===== src/rtl/sd_spi_responder.sv =====
// rtl/sd_spi_responder.sv - SPI-mode SD card emulator serving R1/R3/R7 and single-block reads/writes
module sd_spi_responder #(
  parameter int ADDR_W     = 16,
  parameter int NAC_BYTES  = 2,
  parameter int BUSY_BYTES = 4
) (
  input  logic              sys_clk_pad_i,
  input  logic              rst,
  input  logic              cs,
  input  logic              sclk,
  input  logic              mosi,
  output logic              miso,
  output logic [ADDR_W-1:0] mem_addr,
  output logic              mem_re,
  input  logic [7:0]        mem_rdata,
  output logic              mem_we,
  output logic [7:0]        mem_wdata,
  output logic              card_ready
);
  localparam int ARG_W = (ADDR_W - 9 > 8) ? ADDR_W - 9 : 8;
  localparam logic [9:0] NAC_LAST = 10'(NAC_BYTES - 1);
  localparam logic [9:0] BUSY_CNT = 10'(BUSY_BYTES);

  typedef enum logic [3:0] {
    WAIT_CMD, CMD_RX, NCR, RESP, RD_NAC, RD_DATA, WR_TOKEN, WR_DATA, WR_RESP
  } state_t;

  state_t state, state_nxt;

  logic [1:0] cs_sync, sclk_sync, mosi_sync;
  logic       sclk_d;
  logic       cs_s, sclk_s, mosi_s, sclk_rise, sclk_fall;

  logic [2:0] bit_cnt;
  logic [6:0] rx_sr;
  logic [7:0] tx_sr, tx_byte, rx_byte;
  logic       byte_done;

  logic [9:0]       cnt, trail_len;
  logic [5:0]       cmd_idx;
  logic [ARG_W-1:0] arg;
  logic             illegal_q, app_cmd, idle_bit, cmd_legal, rd_ok, wr_ok;
  logic [7:0]       trailer, pf_data;
  logic             rd_pend, re_go, we_go;
  logic [8:0]       re_idx;

  always_ff @(posedge sys_clk_pad_i) begin
    if (rst) begin
      cs_sync   <= 2'b11;
      sclk_sync <= 2'b00;
      mosi_sync <= 2'b11;
      sclk_d    <= 1'b0;
    end else begin
      cs_sync   <= {cs_sync[0], cs};
      sclk_sync <= {sclk_sync[0], sclk};
      mosi_sync <= {mosi_sync[0], mosi};
      sclk_d    <= sclk_sync[1];
    end
  end

  assign cs_s      = cs_sync[1];
  assign sclk_s    = sclk_sync[1];
  assign mosi_s    = mosi_sync[1];
  assign sclk_rise = sclk_s & ~sclk_d & ~cs_s;
  assign sclk_fall = ~sclk_s & sclk_d & ~cs_s;
  assign byte_done = sclk_rise && (bit_cnt == 3'd7);
  assign rx_byte   = {rx_sr, mosi_s};

  // The next TX byte is loaded on the 8th rising edge; its MSB leaves on the following falling edge.
  always_ff @(posedge sys_clk_pad_i) begin
    if (rst || cs_s) begin
      bit_cnt <= 3'd0;
      rx_sr   <= 7'd0;
      tx_sr   <= 8'hFF;
      miso    <= 1'b1;
    end else begin
      if (sclk_rise) begin
        bit_cnt <= bit_cnt + 3'd1;
        rx_sr   <= {rx_sr[5:0], mosi_s};
      end
      if (byte_done) begin
        tx_sr <= tx_byte;
      end else if (sclk_fall) begin
        tx_sr <= {tx_sr[6:0], 1'b1};
      end
      if (sclk_fall) miso <= tx_sr[7];
    end
  end

  always_comb begin
    cmd_legal = 1'b0;
    case (cmd_idx)
      6'd0, 6'd8, 6'd16, 6'd55, 6'd58: cmd_legal = 1'b1;
      6'd41:                           cmd_legal = app_cmd;
      6'd17, 6'd24:                    cmd_legal = ~idle_bit;
      default:                         cmd_legal = 1'b0;
    endcase
  end

  assign rd_ok     = (cmd_idx == 6'd17) && !illegal_q;
  assign wr_ok     = (cmd_idx == 6'd24) && !illegal_q;
  assign trail_len = ((cmd_idx == 6'd8) || (cmd_idx == 6'd58)) ? 10'd4 : 10'd0;

  always_comb begin
    trailer = 8'h00;
    if (cmd_idx == 6'd8) begin
      case (cnt[1:0])
        2'd2:    trailer = 8'h01;
        2'd3:    trailer = arg[7:0];
        default: trailer = 8'h00;
      endcase
    end else begin
      case (cnt[1:0])
        2'd0:    trailer = card_ready ? 8'hC0 : 8'h00;
        2'd1:    trailer = 8'hFF;
        2'd2:    trailer = 8'h80;
        default: trailer = 8'h00;
      endcase
    end
  end

  always_ff @(posedge sys_clk_pad_i) begin
    if (rst) state <= WAIT_CMD;
    else     state <= state_nxt;
  end

  always_comb begin
    state_nxt = state;
    if (cs_s) begin
      state_nxt = WAIT_CMD;
    end else if (byte_done) begin
      case (state)
        WAIT_CMD: if (rx_byte[7:6] == 2'b01) state_nxt = CMD_RX;
        CMD_RX:   if (cnt == 10'd4) state_nxt = NCR;
        NCR:      state_nxt = RESP;
        RESP: if (cnt >= trail_len) begin
          if (rd_ok)      state_nxt = (NAC_BYTES == 0) ? RD_DATA : RD_NAC;
          else if (wr_ok) state_nxt = WR_TOKEN;
          else            state_nxt = WAIT_CMD;
        end
        RD_NAC:   if (cnt == NAC_LAST) state_nxt = RD_DATA;
        RD_DATA:  if (cnt == 10'd513) state_nxt = WAIT_CMD;
        WR_TOKEN: if (rx_byte == 8'hFE) state_nxt = WR_DATA;
        WR_DATA:  if (cnt == 10'd513) state_nxt = WR_RESP;
        WR_RESP:  if (cnt == BUSY_CNT) state_nxt = WAIT_CMD;
        default:  state_nxt = WAIT_CMD;
      endcase
    end
  end

  // Reads prefetch one byte ahead so the memory data sits in pf_data before it is loaded.
  always_comb begin
    tx_byte = 8'hFF;
    re_go   = 1'b0;
    we_go   = 1'b0;
    re_idx  = 9'd0;
    case (state)
      NCR: tx_byte = {5'b0, ~cmd_legal, 1'b0, (cmd_idx == 6'd0) | idle_bit};
      RESP: begin
        if (cnt < trail_len) begin
          tx_byte = trailer;
        end else if (rd_ok && (NAC_BYTES == 0)) begin
          tx_byte = 8'hFE;
          re_go   = byte_done;
        end
      end
      RD_NAC: if (cnt == NAC_LAST) begin
        tx_byte = 8'hFE;
        re_go   = byte_done;
      end
      RD_DATA: if (cnt < 10'd512) begin
        tx_byte = pf_data;
        if (cnt < 10'd511) begin
          re_go  = byte_done;
          re_idx = cnt[8:0] + 9'd1;
        end
      end
      WR_DATA: begin
        if (cnt < 10'd512)  we_go   = byte_done;
        if (cnt == 10'd513) tx_byte = 8'h05;
      end
      WR_RESP: if (cnt < BUSY_CNT) tx_byte = 8'h00;
      default: tx_byte = 8'hFF;
    endcase
  end

  always_ff @(posedge sys_clk_pad_i) begin
    if (rst) begin
      cnt        <= 10'd0;
      cmd_idx    <= 6'd0;
      arg        <= '0;
      illegal_q  <= 1'b0;
      app_cmd    <= 1'b0;
      idle_bit   <= 1'b1;
      card_ready <= 1'b0;
      pf_data    <= 8'hFF;
      rd_pend    <= 1'b0;
      mem_addr   <= '0;
      mem_re     <= 1'b0;
      mem_we     <= 1'b0;
      mem_wdata  <= 8'h00;
    end else begin
      mem_re  <= re_go;
      mem_we  <= we_go;
      rd_pend <= mem_re;
      if (rd_pend) pf_data <= mem_rdata;
      if (re_go) mem_addr <= {arg[ADDR_W-10:0], re_idx};
      if (we_go) begin
        mem_addr  <= {arg[ADDR_W-10:0], cnt[8:0]};
        mem_wdata <= rx_byte;
      end
      if (cs_s || (state_nxt != state)) cnt <= 10'd0;
      else if (byte_done)               cnt <= cnt + 10'd1;
      if (byte_done) begin
        if ((state == WAIT_CMD) && (rx_byte[7:6] == 2'b01)) cmd_idx <= rx_byte[5:0];
        if ((state == CMD_RX) && (cnt < 10'd4)) arg <= ARG_W'({arg, rx_byte});
        if (state == NCR) begin
          illegal_q <= ~cmd_legal;
          app_cmd   <= (cmd_idx == 6'd55);
          if (cmd_idx == 6'd0) begin
            idle_bit   <= 1'b1;
            card_ready <= 1'b0;
          end
          if ((cmd_idx == 6'd41) && app_cmd) begin
            idle_bit   <= 1'b0;
            card_ready <= 1'b1;
          end
        end
      end
    end
  end
endmodule

===== config.mk =====
export PLATFORM = sky130hd
export DESIGN_NAME = sd_spi_responder
export DESIGN_NICKNAME = d
export VERILOG_FILES = /design/src/rtl/sd_spi_responder.sv
export SDC_FILE = /design/constraint.sdc
export NUM_CORES = 1
export LEC_CHECK = 0
export CORE_MARGIN = 3
export CORE_UTILIZATION = 30
export DETAILED_ROUTE_END_ITERATION = 10
export SKIP_LAST_GASP = 1
export SYNTH_ARGS = -nofsm -noshare
export SYNTH_HDL_FRONTEND = slang
export SYNTH_SLANG_ARGS = --single-unit

===== constraint.sdc =====
create_clock -name sys_clk_pad_i -period 2.4 [get_ports sys_clk_pad_i]
set_input_delay 0.48 -clock sys_clk_pad_i [delete_from_list [all_inputs] [get_ports sys_clk_pad_i]]
set_output_delay 0.48 -clock sys_clk_pad_i [all_outputs]
set_load 0.05 [all_outputs]

# Word-level counts from Yosys, hierarchy flattened
# Cells that the tools add are included.
[word_totals] elab_cells=130 input_bits=13 register_bits=93
[classes] n_mux=42 n_reduce_logical=23 bitwise_logic=10 add_sub_neg=3 eq_ne=25 order_cmp=5
[op_table] cell="8-bit 2-to-1 mux" n=8
[op_table] cell="8-bit case mux with 6 select lines" n=1
[op_table] cell="4-bit 2-to-1 mux" n=10
[op_table] cell="4-bit case mux with 9 select lines" n=1
[op_table] cell="16-bit 2-to-1 mux" n=2
[op_table] cell="9-bit 2-to-1 mux" n=3
[op_table] cell="8-bit case mux with 3 select lines" n=1
[op_table] cell="6-bit by 5-bit equality test with 1-bit output, second input constant" n=3
[op_table] cell="6-bit equality test, second input constant" n=3
[op_table] cell="4-bit by 3-bit equality test with 1-bit output, second input constant" n=4
[op_table] cell="8-bit case mux with 2 select lines" n=1
[op_table] cell="10-bit by 1-bit adder with 10-bit output, second input constant" n=1
[op_table] cell="10-bit by 1-bit equality test with 1-bit output, second input constant" n=1
[op_table] cell="10-bit equality test, second input constant" n=1
[op_table] cell="10-bit by 3-bit equality test with 1-bit output, second input constant" n=1
[op_table] cell="10-bit by 3-bit greater-or-equal comparator with 1-bit output" n=1
[op_table] cell="10-bit < comparator, second input constant" n=1
[op_table] cell="10-bit by 3-bit < comparator with 1-bit output" n=1
[op_table] cell="10-bit by 3-bit < comparator with 1-bit output, second input constant" n=1
[op_table] cell="10-bit by 9-bit < comparator with 1-bit output, second input constant" n=1
[op_table] cell="1-bit 2-to-1 mux" n=10
[op_table] cell="9-bit by 1-bit adder with 9-bit output, second input constant" n=1
[op_table] cell="3-bit 2-to-1 mux" n=3
[op_table] cell="4-bit by 2-bit equality test with 1-bit output, second input constant" n=2
[op_table] cell="25 further kinds" n=46

# Longest topological paths before layout
[depth] ltp_word=11 mapped_depth=10 mapped_depth_nobuf=8

# Worst setup path after synthesis
# No wires, ideal clock.
[synth_timing] kind="reg-to-reg" startpoint="register cmd_idx[1]" endpoint="register tx_sr[7]" t_required_ps=2278 setup_ps=122 arrival_time_ps=2519 path_buffers=0 path_slack_ps=-240 stages_incl_launch_ff=9 path_cell_list="dfxtp_1 or3_1 a2111oi_0 ha_1 nor2b_1 nand3_1 o31ai_1 nand4_1 a221o_1"
[synth_via] elab_chain_cells=7 elab_cells_between_ends=9
[synth_rtl] element="start, declared" line_no="40" text="logic [5:0] cmd_idx;"
[synth_rtl] element="start signal, assigned" line_no="215" text="if ((state == WAIT_CMD) && (rx_byte[7:6] == 2'b01)) cmd_idx <= rx_byte[5:0];"
[synth_rtl] element="6-bit by 4-bit equality test with 1-bit output / 6-bit equality test (equally long branches)" line_no="102, 106"
[synth_rtl] element="1-bit logical OR" line_no="102" text="assign trail_len = ((cmd_idx == 6'd8) || (cmd_idx == 6'd58)) ? 10'd4 : 10'd0;"
[synth_rtl] element="3-bit 2-to-1 mux" line_no="102"
[synth_rtl] element="10-bit by 3-bit < comparator with 1-bit output" line_no="160" text="if (cnt < trail_len) begin"
[synth_rtl] element="8-bit 2-to-1 mux *" line_no="160"
[synth_rtl] element="8-bit case mux with 6 select lines *" line_no="157" text="case (state)"
[synth_rtl] element="8-bit 2-to-1 mux *" line_no="81" text="if (byte_done) begin"
[synth_rtl] element="end signal, assigned" line_no="82" text="tx_sr <= tx_byte;"
[synth_rtl] element="end signal, assigned" line_no="84" text="tx_sr <= {tx_sr[6:0], 1'b1};"
[synth_rtl] element="end, declared" line_no="36" text="logic [7:0] tx_sr, tx_byte, rx_byte;"
# Every way passes the cells marked *; elsewhere a longest branch is shown, timed or not.
# A chain may end at the register's enable or synchronous reset.

# Final worst setup path
[layout_timing] startpoint="register cmd_idx[4]" endpoint="register cnt[1]"
[layout_via] elab_chain_cells=11 elab_cells_between_ends=18
[layout_rtl] element="6-bit by 4-bit equality test with 1-bit output (tied with other cells)" line_no="102"
[layout_rtl] element="1-bit logical OR / 1-bit logical AND (equally long branches)" line_no="102, 101"
[layout_rtl] element="3-bit 2-to-1 mux (on tied branches)" line_no="102, 138"
[layout_rtl] element="10-bit by 3-bit greater-or-equal comparator with 1-bit output / 3-bit 2-to-1 mux (equally long branches)" line_no="136, 137"
[layout_rtl] element="4-bit 2-to-1 mux *" line_no="136" text="RESP: if (cnt >= trail_len) begin"
[layout_rtl] element="4-bit case mux with 9 select lines *" line_no="132" text="case (state)"
[layout_rtl] element="4-bit 2-to-1 mux *" line_no="131" text="end else if (byte_done) begin"
[layout_rtl] element="4-bit 2-to-1 mux *" line_no="129" text="if (cs_s) begin"
[layout_rtl] element="4-bit inequality test *" line_no="212" text="if (cs_s || (state_nxt != state)) cnt <= 10'd0;"
[layout_rtl] element="1-bit logical OR *" line_no="212"
[layout_rtl] element="2-bit OR reduction (no line) *"
[layout_rtl] element="end signal, assigned" line_no="213" text="else if (byte_done) cnt <= cnt + 10'd1;"
[layout_rtl] element="end, declared" line_no="39" text="logic [9:0] cnt, trail_len;"
# Marks and branches as above.

==> results.cfg <==
[yosys]
syn_nets = 572
ys.warnings.count = 0
synth.distinct_cells = 70
synth.avg_cell_area_sq_um = 8.52
synthFlopType = dfxtp_1
ys_ff_latch = 93
muxShareOfSynthArea = 0.0662
synth_top_family_by_area = simple AND/OR/NAND/NOR gates
synth_edf_count = 0
synth_simple_gate_area_frac = 0.251
synthAdderAreaFrac = 0.0240
seq_area_frac_synth = 0.397
synth_compound_area_frac = 0.193
synthXorXnorAreaFrac = 0.0243
netlist_instances = 550
async_flop_share = 0
syn_area_sq_um = 4690

[grt]
met3_usage = 0.0382
antenna_found_initial = 0
grtUsageTotal = 0.170
gr-max-usage-layer = met2
grt_pass1_wl_mm = 22.6
globalRouteOverflowTotal = 0
use_met1 = 0.219
grt_pass1_vias = 4290
grt_max_degree = 29
grt_util_met2 = 0.277

[sta]
tightest_slew_ns = 0.892
hold_ws_ns = 0.397
final_hold_viol_count = 0
setup_viol = 6
rsz0062_at_grt = yes
slew_headroom = 0.404
finalCritPeriodShare = 1.01
max_freq_mhz = 411
clock_skew_ns = 0.00732
final_max_slew_viol_count = 0
setup_ws_ns = -0.0302
finalSetupTns_ns = -0.112
period_needed_ns = 2.43

[run_status]
status = finished, violations left
violations = negative setup slack

[critical_path]
cp.depth = 9
crit_path_end_kind = register
critPathMaxStageDelay_ns = 0.39
slowest_stage = or3_4
r2r_slack_ns = -0.03
path_max_fanout = 10
rr_worst_depth = 9
crit_family = simple AND/OR/NAND/NOR gates
path_class = register to register
cp-start-kind = register
cp_num_buf_inv = 1
critical_path_required_ns = 2.65
arrival_ns = 2.68
crit_chain = or3_4, a2111oi_4, ha_2, nand2_1, nand3_1, o2bb2ai_2, buf_4, nor3_4, nor4_2

[routing]
route.detailed.drc = 0
first_pass_iters = 5
drt_iter0_markers = 268
ant_nets = 0
viasPerCell = 5.27
dr_total_vias = 4425
routed_wl_mm = 14.3
drt-wirelength-per-cell_um = 17.0

[pwr]
p_leak_nw = 2.13
vdd_drop_max_uv = 320
power_mw = 3.08
power_density_nw_per_um2 = 500

[clock_tree]
clk_latency_ns = 0.35
tritoncts = done
hold_buffers = 0
clock-sinks = 93
path_clk_slew_ns = 0.07
cts_root_buffer = clkbuf_16
h-tree-depth = 3
cts_buffer_depth = 2
cts_buffers = 9

[floorplanning]
die_y_um = 131
dieArea_sq_um = 17200
row_count = 45
initial_core_util = 0.307
coreArea_sq_um = 15300
die_w_um = 131
io_pins = 41

[placement]
dp_hpwl_mm = 10.6
port_buffers = 40
place_congestion = 0.929

[cells_and_area]
nNetsFinal = 646
fillers = 1490
diodes = 0
final_common_cell = dfxtp_1
multi_input_area_sq_um = 2790
layout_common_cells = dfxtp_1, nand2_1, buf_4
area_growth_pct = 31.5
drive_above_1_share = 0.200
regArea_sq_um = 1860

[run]
cap_violations = 0

[worst_hold_path]
worstHoldPathCells = 2
min_path_type = primary input to register
sequential cells by signal (all words and copies together) (netlist names), 2 cells and up:
| signal | flops |
|---|---|
| mem_addr | 16 |
| mosi_sync | 2 |
| cnt | 10 |
| rx_sr | 7 |
| pf_data | 8 |
| arg | 8 |
| sclk_sync | 2 |
| cmd_idx | 6 |
| tx_sr | 8 |
| mem_wdata | 8 |
| state | 4 |
| cs_sync | 2 |
| bit_cnt | 3 |
stage by stage:
stage | cells | setup slack [ns] | utilization | instance area [sq um]
floorplan | 550 | 0.0216 | - | 4700
global placement | 819 | -0.0553 | 0.371 | 5660
detailed placement | 819 | -0.180 | 0.371 | 5660
CTS | 837 | -0.0502 | 0.400 | 6100
global route | 840 | -0.166 | 0.404 | 6170
finish | 840 | -0.0302 | 0.404 | 6170
worst paths after layout:
check,start,endpoint
max,cmd_idx[4]$_SDFFE_PP0P_,cnt[1]$_SDFFE_PP0P_
min,rst,state[2]$_SDFF_PP0_
max reg2reg,cmd_idx[4]$_SDFFE_PP0P_,cnt[1]$_SDFFE_PP0P_
min reg2reg,mosi_sync[0]$_SDFF_PP1_,mosi_sync[1]$_SDFF_PP1_
layer usage:
layer,routed length (um),share of wire
met5,0,0
met3,596,0.042
met1,6420,0.45
met2,6880,0.48
met4,377,0.026
worst reg2reg max path, delay by kind of cell, from the launching register on:
family	cells	cell delay (ns)
buf+inv	1	0.15
fa+ha+maj	1	0.34
flops	1	0.31
simple gates	5	0.99
compound gates	2	0.54
cell usage after synthesis, types with 3 or more instances:
cell type	instances	area, sq um
a211o_1	5	43.8
a211oi_1	3	22.5
a21o_1	4	30.0
a21oi_1	41	205
a311oi_1	4	35.0
a31oi_1	5	31.3
a41oi_1	5	43.8
and3_1	3	18.8
buf_2	4	20.0
clkbuf_1	29	109
dfxtp_1	93	1860
ha_1	9	113
inv_1	9	33.8
mux2i_1	31	310
nand2_1	74	278
nand2b_1	5	31.3
nand3_1	15	75.1
nand3b_1	5	37.5
nand4_1	12	75.1
nor2_1	41	154
nor2b_1	11	68.8
nor3_1	9	45.0
nor3b_1	3	22.5
nor4_1	12	75.1
nor4b_1	5	43.8
o211ai_1	6	45.0
o21a_1	3	22.5
o21ai_0	24	120
o221a_2	5	56.3
o31ai_1	9	67.6
or2_2	6	37.5
xnor2_1	11	96.3
what timing repair did:
| action | 4_1_cts | 5_1_grt |
|---|---|---|
| pin swaps | 21 | 4 |
| buffers inserted | 2 | 3 |
| gates resized for setup | 20 | 8 |
| endpoints found under the setup margin | 16 | 27 |
cell type report:
cell class | count | share of cell area
multi-input combinational | 408 | 0.453
sequential | 93 | 0.302
timing repair buffer | 102 | 0.146
tap | 211 | 0.0428
clock buffer | 10 | 0.0388
clock inverter | 6 | 0.0112
inverter | 10 | 0.00609
power breakdown:
| part | total [mW] | switching, mW | internal (mW) |
|---|---|---|---|
| registers | 1.55 | 0.00416 | 1.55 |
| logic | 0.0711 | 0.0404 | 0.0308 |
| clock network | 1.46 | 0.618 | 0.843 |
| total | 3.08 | 0.663 | 2.42 |
logic make-up after synthesis:
logic type	count (synthesis)
XOR/XNOR	13
buffers and inverters	49
AO/OA/AOI/OAI	133
flip-flops	93
AND/OR/NAND/NOR	222
adder cells (fa/ha/maj)	9
multiplexers	31
Power figures use the tool's default switching activity.
